$ cat src/rtl/usb_ls_host_if_if.sv
// CPU register bus and PHY toggle-handshake signals of the low-speed USB host bridge.
interface usb_ls_host_if_if;
  logic        sel;
  logic        we;
  logic [1:0]  addr;
  logic [15:0] wdata;
  logic [15:0] rdata;
  logic        irq;
  logic [15:0] phy_din;
  logic        phy_wrin;
  logic        phy_wrout;
  logic        phy_rdin;
  logic        phy_rdout;
  logic [15:0] phy_dout;
  logic        phy_soft_reset;

  // Bridge side: serves the CPU and drives the PHY handshakes.
  modport slave (
    input  sel, we, addr, wdata, phy_wrout, phy_rdout, phy_dout,
    output rdata, irq, phy_din, phy_wrin, phy_rdin, phy_soft_reset
  );

  // Environment side: the CPU and the PHY engine.
  modport master (
    output sel, we, addr, wdata, phy_wrout, phy_rdout, phy_dout,
    input  rdata, irq, phy_din, phy_wrin, phy_rdin, phy_soft_reset
  );
endinterface

$ cat src/rtl/usb_ls_host_if.sv
// CPU-side bridge to the low-speed USB PHY engine: TX/RX word FIFOs, register file and a
// toggle-handshake engine with timeout recovery and PHY soft reset.
module usb_ls_host_if #(
  parameter int unsigned TX_DEPTH_LOG2   = 4,
  parameter int unsigned RX_DEPTH_LOG2   = 4,
  parameter int unsigned ACK_TIMEOUT     = 65535,
  parameter int unsigned SOFT_RST_CYCLES = 255
) (
  input logic             clk,
  input logic             reset_n,
  usb_ls_host_if_if.slave bus
);

  localparam int unsigned TxDepth = 2 ** TX_DEPTH_LOG2;
  localparam int unsigned RxDepth = 2 ** RX_DEPTH_LOG2;
  localparam int unsigned TxCntW  = TX_DEPTH_LOG2 + 1;
  localparam int unsigned RxCntW  = RX_DEPTH_LOG2 + 1;

  typedef enum logic [2:0] {
    StIdle, StTxReq, StTxWait, StRxReq, StRxWait, StSrst
  } state_e;

  state_e state_q, state_d;

  // CPU access decode
  logic wr_en, rd_en, cpu_push, cpu_pop, ctrl_wr, flush_req, flag_clr;
  assign wr_en     = bus.sel & bus.we;
  assign rd_en     = bus.sel & ~bus.we;
  assign cpu_push  = wr_en & (bus.addr == 2'd0);
  assign cpu_pop   = rd_en & (bus.addr == 2'd0);
  assign ctrl_wr   = wr_en & (bus.addr == 2'd2);
  assign flush_req = ctrl_wr & bus.wdata[3];
  assign flag_clr  = ctrl_wr & bus.wdata[2];

  // Engine strobes
  logic tx_pop, rx_push_req, tmo_set, srst_done, srst_take;

  // TX FIFO
  logic [15:0]              tx_mem [TxDepth];
  logic [TX_DEPTH_LOG2-1:0] tx_wptr_q, tx_rptr_q, tx_waddr;
  logic [TxCntW-1:0]        tx_cnt_q;
  logic                     tx_empty, tx_full, tx_push, tx_flush;
  logic [15:0]              tx_head;

  assign tx_empty = (tx_cnt_q == '0);
  assign tx_full  = (tx_cnt_q == TxCntW'(TxDepth));
  assign tx_push  = cpu_push & ~tx_full;
  assign tx_flush = flush_req | srst_done;
  assign tx_waddr = tx_flush ? '0 : tx_wptr_q;
  assign tx_head  = tx_mem[tx_rptr_q];

  always_ff @(posedge clk) begin
    if (tx_push) tx_mem[tx_waddr] <= bus.wdata;
  end

  // A flush coinciding with a push leaves just the new word in the FIFO.
  always_ff @(posedge clk or negedge reset_n) begin
    if (!reset_n) begin
      tx_wptr_q <= '0;
      tx_rptr_q <= '0;
      tx_cnt_q  <= '0;
    end else if (tx_flush) begin
      tx_wptr_q <= TX_DEPTH_LOG2'(tx_push);
      tx_rptr_q <= '0;
      tx_cnt_q  <= TxCntW'(tx_push);
    end else begin
      if (tx_push) tx_wptr_q <= tx_wptr_q + 1'b1;
      if (tx_pop)  tx_rptr_q <= tx_rptr_q + 1'b1;
      tx_cnt_q <= tx_cnt_q + TxCntW'(tx_push) - TxCntW'(tx_pop);
    end
  end

  // RX FIFO
  logic [15:0]              rx_mem [RxDepth];
  logic [RX_DEPTH_LOG2-1:0] rx_wptr_q, rx_rptr_q, rx_waddr;
  logic [RxCntW-1:0]        rx_cnt_q;
  logic                     rx_empty, rx_full, rx_push, rx_pop, rx_flush;
  logic [15:0]              rx_head;

  assign rx_empty = (rx_cnt_q == '0);
  assign rx_full  = (rx_cnt_q == RxCntW'(RxDepth));
  assign rx_flush = flush_req | srst_done;
  assign rx_push  = rx_push_req & (~rx_full | rx_flush);
  assign rx_pop   = cpu_pop & ~rx_empty;
  assign rx_waddr = rx_flush ? '0 : rx_wptr_q;
  assign rx_head  = rx_mem[rx_rptr_q];

  always_ff @(posedge clk) begin
    if (rx_push) rx_mem[rx_waddr] <= bus.phy_dout;
  end

  always_ff @(posedge clk or negedge reset_n) begin
    if (!reset_n) begin
      rx_wptr_q <= '0;
      rx_rptr_q <= '0;
      rx_cnt_q  <= '0;
    end else if (rx_flush) begin
      rx_wptr_q <= RX_DEPTH_LOG2'(rx_push);
      rx_rptr_q <= '0;
      rx_cnt_q  <= RxCntW'(rx_push);
    end else begin
      if (rx_push) rx_wptr_q <= rx_wptr_q + 1'b1;
      if (rx_pop)  rx_rptr_q <= rx_rptr_q + 1'b1;
      rx_cnt_q <= rx_cnt_q + RxCntW'(rx_push) - RxCntW'(rx_pop);
    end
  end

  // Handshake engine
  logic [15:0] phy_din_q, phy_din_d;
  logic        wrin_q, wrin_d, rdin_q, rdin_d;
  logic [16:0] tmo_cnt_q, tmo_cnt_d;
  logic [7:0]  srst_cnt_q, srst_cnt_d;
  logic        soft_rst_q, soft_rst_d;
  logic        rx_enable_q, irq_en_q, srst_pend_q;

  always_ff @(posedge clk or negedge reset_n) begin
    if (!reset_n) begin
      state_q    <= StIdle;
      phy_din_q  <= '0;
      wrin_q     <= 1'b0;
      rdin_q     <= 1'b0;
      tmo_cnt_q  <= '0;
      srst_cnt_q <= '0;
      soft_rst_q <= 1'b0;
    end else begin
      state_q    <= state_d;
      phy_din_q  <= phy_din_d;
      wrin_q     <= wrin_d;
      rdin_q     <= rdin_d;
      tmo_cnt_q  <= tmo_cnt_d;
      srst_cnt_q <= srst_cnt_d;
      soft_rst_q <= soft_rst_d;
    end
  end

  always_comb begin
    state_d     = state_q;
    phy_din_d   = phy_din_q;
    wrin_d      = wrin_q;
    rdin_d      = rdin_q;
    tmo_cnt_d   = tmo_cnt_q;
    srst_cnt_d  = srst_cnt_q;
    soft_rst_d  = soft_rst_q;
    tx_pop      = 1'b0;
    rx_push_req = 1'b0;
    tmo_set     = 1'b0;
    srst_done   = 1'b0;
    srst_take   = 1'b0;
    case (state_q)
      StIdle: begin
        if (srst_pend_q) begin
          state_d    = StSrst;
          srst_take  = 1'b1;
          soft_rst_d = 1'b1;
          srst_cnt_d = '0;
        end else if (!tx_empty) begin
          state_d = StTxReq;
        end else if (rx_enable_q && !rx_full) begin
          state_d = StRxReq;
        end
      end
      StTxReq: begin
        // A flush may have emptied the FIFO on the way in; nothing to send then.
        if (tx_empty) begin
          state_d = StIdle;
        end else begin
          phy_din_d = tx_head;
          tx_pop    = 1'b1;
          wrin_d    = ~wrin_q;
          tmo_cnt_d = '0;
          state_d   = StTxWait;
        end
      end
      StTxWait: begin
        if (bus.phy_wrout == wrin_q) begin
          state_d = StIdle;
        end else if (tmo_cnt_q == 17'(ACK_TIMEOUT)) begin
          tmo_set = 1'b1;
          wrin_d  = bus.phy_wrout;
          state_d = StIdle;
        end else begin
          tmo_cnt_d = tmo_cnt_q + 17'd1;
        end
      end
      StRxReq: begin
        rdin_d    = ~rdin_q;
        tmo_cnt_d = '0;
        state_d   = StRxWait;
      end
      StRxWait: begin
        if (bus.phy_rdout == rdin_q) begin
          rx_push_req = 1'b1;
          state_d     = StIdle;
        end else if (tmo_cnt_q == 17'(ACK_TIMEOUT)) begin
          tmo_set = 1'b1;
          rdin_d  = bus.phy_rdout;
          state_d = StIdle;
        end else begin
          tmo_cnt_d = tmo_cnt_q + 17'd1;
        end
      end
      StSrst: begin
        if (srst_cnt_q == 8'(SOFT_RST_CYCLES - 1)) begin
          soft_rst_d = 1'b0;
          wrin_d     = bus.phy_wrout;
          rdin_d     = bus.phy_rdout;
          srst_done  = 1'b1;
          state_d    = StIdle;
        end else begin
          srst_cnt_d = srst_cnt_q + 8'd1;
        end
      end
      default: state_d = StIdle;
    endcase
  end

  // Control, flags, interrupt and read data
  logic        ovf_q, unf_q, tmo_q, irq_q, busy;
  logic [7:0]  rx_count_sat;
  logic [15:0] status, ctrl_rb, rdata_q, rdata_d;

  assign busy         = (state_q != StIdle);
  assign rx_count_sat = (32'(rx_cnt_q) > 32'd255) ? 8'hFF : 8'(rx_cnt_q);
  assign status       = {rx_count_sat, tmo_q, unf_q, ovf_q, busy,
                         rx_full, rx_empty, tx_full, tx_empty};
  assign ctrl_rb      = {11'd0, irq_en_q, 2'b00, rx_enable_q, 1'b0};

  always_ff @(posedge clk or negedge reset_n) begin
    if (!reset_n) begin
      rx_enable_q <= 1'b0;
      irq_en_q    <= 1'b0;
      srst_pend_q <= 1'b0;
      ovf_q       <= 1'b0;
      unf_q       <= 1'b0;
      tmo_q       <= 1'b0;
      irq_q       <= 1'b0;
      rdata_q     <= '0;
    end else begin
      if (ctrl_wr) begin
        rx_enable_q <= bus.wdata[1];
        irq_en_q    <= bus.wdata[4];
      end
      if (ctrl_wr && bus.wdata[0]) srst_pend_q <= 1'b1;
      else if (srst_take)          srst_pend_q <= 1'b0;
      ovf_q   <= (ovf_q & ~flag_clr) | (cpu_push & tx_full);
      unf_q   <= (unf_q & ~flag_clr) | (cpu_pop & rx_empty);
      tmo_q   <= (tmo_q & ~flag_clr) | tmo_set;
      irq_q   <= irq_en_q & (~rx_empty | tmo_q);
      rdata_q <= rdata_d;
    end
  end

  always_comb begin
    rdata_d = rdata_q;
    if (rd_en) begin
      case (bus.addr)
        2'd0:    rdata_d = rx_empty ? 16'h0000 : rx_head;
        2'd1:    rdata_d = status;
        2'd2:    rdata_d = ctrl_rb;
        default: rdata_d = bus.phy_dout;
      endcase
    end
  end

  assign bus.rdata          = rdata_q;
  assign bus.irq            = irq_q;
  assign bus.phy_din        = phy_din_q;
  assign bus.phy_wrin       = wrin_q;
  assign bus.phy_rdin       = rdin_q;
  assign bus.phy_soft_reset = soft_rst_q;

endmodule

$ cat src/flat_wrapper.sv
// flat-port wrapper written by rule: the top's interface ports become plain ports
module usb_ls_host_if_flat 
#(
  parameter int unsigned TX_DEPTH_LOG2   = 4,
  parameter int unsigned RX_DEPTH_LOG2   = 4,
  parameter int unsigned ACK_TIMEOUT     = 65535,
  parameter int unsigned SOFT_RST_CYCLES = 255
)
  (clk, reset_n, bus_sel, bus_we, bus_addr, bus_wdata, bus_phy_wrout, bus_phy_rdout, bus_phy_dout, bus_rdata, bus_irq, bus_phy_din, bus_phy_wrin, bus_phy_rdin, bus_phy_soft_reset);
  usb_ls_host_if_if bus_i ();
  input logic clk;
  input logic reset_n;
  input wire logic [$bits(bus_i.sel)-1:0] bus_sel;
  input wire logic [$bits(bus_i.we)-1:0] bus_we;
  input wire logic [$bits(bus_i.addr)-1:0] bus_addr;
  input wire logic [$bits(bus_i.wdata)-1:0] bus_wdata;
  input wire logic [$bits(bus_i.phy_wrout)-1:0] bus_phy_wrout;
  input wire logic [$bits(bus_i.phy_rdout)-1:0] bus_phy_rdout;
  input wire logic [$bits(bus_i.phy_dout)-1:0] bus_phy_dout;
  output wire logic [$bits(bus_i.rdata)-1:0] bus_rdata;
  output wire logic [$bits(bus_i.irq)-1:0] bus_irq;
  output wire logic [$bits(bus_i.phy_din)-1:0] bus_phy_din;
  output wire logic [$bits(bus_i.phy_wrin)-1:0] bus_phy_wrin;
  output wire logic [$bits(bus_i.phy_rdin)-1:0] bus_phy_rdin;
  output wire logic [$bits(bus_i.phy_soft_reset)-1:0] bus_phy_soft_reset;
  assign bus_i.sel = bus_sel;
  assign bus_i.we = bus_we;
  assign bus_i.addr = bus_addr;
  assign bus_i.wdata = bus_wdata;
  assign bus_i.phy_wrout = bus_phy_wrout;
  assign bus_i.phy_rdout = bus_phy_rdout;
  assign bus_i.phy_dout = bus_phy_dout;
  assign bus_rdata = bus_i.rdata;
  assign bus_irq = bus_i.irq;
  assign bus_phy_din = bus_i.phy_din;
  assign bus_phy_wrin = bus_i.phy_wrin;
  assign bus_phy_rdin = bus_i.phy_rdin;
  assign bus_phy_soft_reset = bus_i.phy_soft_reset;
  usb_ls_host_if #(.TX_DEPTH_LOG2(TX_DEPTH_LOG2), .RX_DEPTH_LOG2(RX_DEPTH_LOG2), .ACK_TIMEOUT(ACK_TIMEOUT), .SOFT_RST_CYCLES(SOFT_RST_CYCLES)) u_core (.clk(clk), .reset_n(reset_n), .bus(bus_i));
endmodule
$ cat config.mk
export PLATFORM = sky130hd
export DESIGN_NAME = usb_ls_host_if_flat
export DESIGN_NICKNAME = d
export VERILOG_FILES = /design/src/rtl/usb_ls_host_if_if.sv /design/src/rtl/usb_ls_host_if.sv /design/src/flat_wrapper.sv
export SDC_FILE = /design/constraint.sdc
export NUM_CORES = 1
export LEC_CHECK = 0
export BUFFER_PORTS_ARGS = -buffer_cell sky130_fd_sc_hd__buf_2
export CAP_MARGIN = 20
export CORE_MARGIN = 1
export CORE_UTILIZATION = 45
export DETAILED_ROUTE_END_ITERATION = 8
export HOLD_SLACK_MARGIN = 0.05
export MAX_ROUTING_LAYER = met4
export PLACE_DENSITY_LB_ADDON = 0.25
export SYNTH_ARGS = -nofsm -noshare
export SYNTH_HDL_FRONTEND = slang
export SYNTH_SLANG_ARGS = --single-unit
$ cat constraint.sdc
create_clock -name clk -period 3.45 [get_ports clk]
set_input_delay 0.69 -clock clk [delete_from_list [all_inputs] [get_ports clk]]
set_output_delay 0.69 -clock clk [all_outputs]
set_load 0.02 [all_outputs]
==> flow_metrics.py <==
metrics = {
    "sta": {
        "post-route-period-util_pct": 92.5,
        "drv_slew": 0,
        "setup_viol": 0,
        "slew_headroom_pct": 39.2,
        "skew_ns": 0.0340,
        "min_period_ns": 3.19,
        "fin_ws_ns": 0.259,
        "setup_tns_ns": 0,
        "hold_violations": 0,
        "fmax_mhz": 313,
        "tightest_slew_ns": 0.900,
        "rsz0062_at_grt": "false",
    },
    "pwr": {
        "powerDensity_nw_per_um2": 720,
        "intPower_w": 0.0147,
        "p_leak_nw": 9.69,
        "p_sw_w": 0.00585,
        "irDropWorstVdd_mv": 0.460,
        "p_comb_share_pct": 22.2,
        "seqPwrFrac_pct": 44.0,
        "clock_power_share_pct": 33.8,
        "swShare_pct": 28.4,
    },
    "die": {
        "die-height_um": 237,
        "start_util_pct": 45.7,
        "std_cell_rows": 85,
        "io_pins": 76,
        "die_w_um": 237,
        "die_area_um2": 56000,
        "core-area_um2": 54100,
    },
    "logic_synthesis": {
        "synthArstFlopShare_pct": 15.8,
        "yosys.area.top_type_share_pct": 62.1,
        "synth_top_flop_cell": "edfxtp_1",
        "synth_edf_count": 512,
        "avgSynthCellArea_um2": 18.3,
        "synth_seq_area_share_pct": 71.8,
        "yosysWarnings": 0,
        "netlist_area_um2": 24800,
        "synth_area_leader_cell": "edfxtp_1",
        "synth_cells": 1356,
        "synth.net_count": 1418,
        "netlist-cell-type-count": 68,
        "ys_seq_elements": 608,
        "ys_top_cells_by_area": "edfxtp_1 62%, mux4_2 12%, dfrtp_1 9.7%",
    },
    "outcome": {
        "status": "finished, final reports clean",
    },
    "global_route": {
        "grt_usage_pct": 20.9,
        "grt_max_degree": 51,
        "overflow": 0,
        "grt_pass1_vias": 13604,
        "grt_pass1_wl_um": 84300,
        "grt_antenna_before_repair": 4,
    },
    "routing": {
        "first_pass_iters": 8,
        "wl_per_cell_um": 24.4,
        "dr.first_iter.drc_count": 1014,
        "routed_via_density": 5.81,
        "drt.antenna.violating_nets": 0,
        "routed_wirelength_um": 54900,
        "drc": 0,
        "vias": 13096,
    },
    "final_layout": {
        "fin_util_pct": 52.8,
        "design_area_um2": 28600,
        "area_growth_syn_to_layout_pct": 15.6,
        "fin_cells": 2254,
        "nets": 1564,
        "n_fill_cell": 4267,
        "drive_gt1_share_pct": 28.7,
    },
    "clocking": {
        "path_clk_slew_ns": 0.06,
        "clock_latency_ns": 0.60,
        "cts_made_buffers": 66,
        "clk_path_buf_depth": 3,
        "htree_levels": 3,
        "cts_root_buf": "clkbuf_16",
        "holdBufCountCts": 0,
        "cts_tree": "yes",
        "post_cts_resized": 0,
        "postCtsSetupRepairBufs": 0,
        "cts_sinks": 608,
    },
    "worst_setup_path": {
        "worstPathCellList": "ha_1 > and3_1 > nand2_1 > nor3_1 > ha_1 > or4_1 > a2111oi_1 > mux2i_1",
        "worst-path-max-fanout": 16,
        "regToRegSetupSlack_ns": 0.26,
        "end_kind": "flop",
        "critPathRequiredTime_ns": 3.96,
        "crit_type": "flop to flop",
        "max_stage_delay_ns": 0.90,
        "critPathLaunchType": "flop",
        "cp_common_cell": "ha_1",
        "arrival_ns": 3.70,
        "slowest_stage": "or4_1",
    },
    "place": {
        "port_buffers": 75,
        "gp_congestion": 0.821,
        "dp.cells": 2129,
        "hpwlAfterDp_um": 33300,
        "post-place-ws_ns": 0.0302,
        "placed_cell_area_um2": 26400,
    },
    "min_path": {
        "hold_path.class": "input port to asynchronous set/reset pin",
    },
    "job": {
        "drv_cap": 0,
    },
}
## path summary, 6_finish.rpt
check | cells past startpoint | startpoint | to
max | 8 | u_core.tmo_cnt_q[0] | u_core.tmo_cnt_q[11]
min | 1 | reset_n | u_core.bus.phy_din[8]
max reg2reg | 8 | u_core.tmo_cnt_q[0] | u_core.tmo_cnt_q[11]
min reg2reg | 2 | u_core.bus.phy_din[2] | u_core.bus.phy_din[2]
max in group asynchronous | 2 | reset_n | u_core.bus.rdata[6]
min in group clk | 1 | bus_phy_dout[2] | u_core.rx_mem[7][2]
## cell families (layout without fill, tap and decap cells)
family / Yosys count / after routing / share of synthesized area [%]
buffers and inverters: 103 / 302 / 1.80
xor gates and xnor gates: 22 / 22 / 0.778
muxes: 195 / 195 / 14.4
and+or+nand+nor: 271 / 271 / 5.80
adders and majority gates: 22 / 22 / 1.17
DFF: 608 / 608 / 71.8
other: 0 / 3 / 0
AOI/OAI and AO/OA: 135 / 135 / 4.19
## layer usage
layer	up-vias	share of wire, %	track usage, %
li1	5758	-	-
met1	6883	43	28.0
met2	359	49	32.7
met3	96	5.8	4.16
met4	0	2.3	5.75
met5	-	0	-
## cell type report
cell class / instances / area, um^2 / area share, %
clock buffer: 90 / 1830 / 6.41
clock inverter: 31 / 322 / 1.12
antenna: 3 / 7.51 / 0.0262
tap: 696 / 871 / 3.04
sequential: 608 / 17800 / 62.2
inverter: 29 / 109 / 0.381
timing repair buffer: 152 / 1020 / 3.57
multi-input combinational: 645 / 6650 / 23.3
## critical path, delay by kind of cell (launching register included)
family | cells | cell delay, ns
muxes | 1 | 0.25
adders and majority gates | 2 | 0.46
DFF | 1 | 0.41
and+or+nand+nor | 4 | 1.38
AOI/OAI and AO/OA | 1 | 0.60
## cell usage in the layout (no fill, tap or decap), types with 7 or more instances in the layout
cell	Yosys	routed
xnor2_1	15	15
nand2_1	79	79
inv_1	28	28
mux4_2	128	128
mux2_2	16	16
clkinv_2	0	8
buf_2	23	74
edfxtp_1	512	512
a22oi_1	32	32
or3_1	7	7
nor2_2	0	21
ha_1	20	20
a211oi_1	7	7
dfrtp_1	96	91
nor3_2	0	7
a21oi_1	13	13
o211ai_1	25	25
clkinv_1	1	10
and3_1	8	8
clkbuf_1	30	17
buf_4	6	72
xor2_1	7	7
nand2b_1	17	17
a21o_1	7	7
nand4_1	14	14
clkbuf_16	0	68
mux2i_1	51	51
nand3_1	28	28
o21ai_0	19	19
nor2_1	50	29
## metrics by stage
stage                     hold WS (ns)  total power, W
after floorplan                  0.394          0.0124
after CTS                        0.159          0.0208
final                            0.151          0.0206
after global placement           0.484          0.0138
after detailed placement         0.480          0.0138
after global routing             0.175          0.0215
## state kept, by name, summed over array words and instances, names as in the netlist, 3 cells and up
register,cells
u_core.bus.phy_din,16
u_core.tx_wptr_q,4
u_core.rx_wptr_q,4
u_core.state_q,3
u_core.rx_mem,256
u_core.srst_cnt_q,8
u_core.tx_cnt_q,5
u_core.tmo_cnt_q,17
u_core.bus.rdata,16
u_core.tx_rptr_q,4
u_core.rx_cnt_q,5
u_core.tx_mem,256
u_core.rx_rptr_q,4
## power groups by stage
stage                     sequential, W  combinational, W  clock, W
after floorplan                 0.00895           0.00347         0
after global placement          0.00921           0.00456         0
after detailed placement        0.00922           0.00463         0
after CTS                       0.00907           0.00465   0.00709
after global routing            0.00914           0.00500   0.00737
final                           0.00907           0.00458   0.00695
## synth_stat cells, types with 8 or more instances
master and number:
o21ai_0 19, edfxtp_1 512, nor2_1 50, nand2b_1 17, clkbuf_1 30, dfrtp_1 96
a22oi_1 32, nand4_1 14, buf_1 13, a21oi_1 13, o211ai_1 25, and3_1 8
buf_2 23, nand2_1 79, nor3_1 13, ha_1 20, mux2_2 16, nand3_1 28
mux2i_1 51, xnor2_1 15, inv_1 28, mux4_2 128
Note: power is estimated with default switching activity, not from simulation.
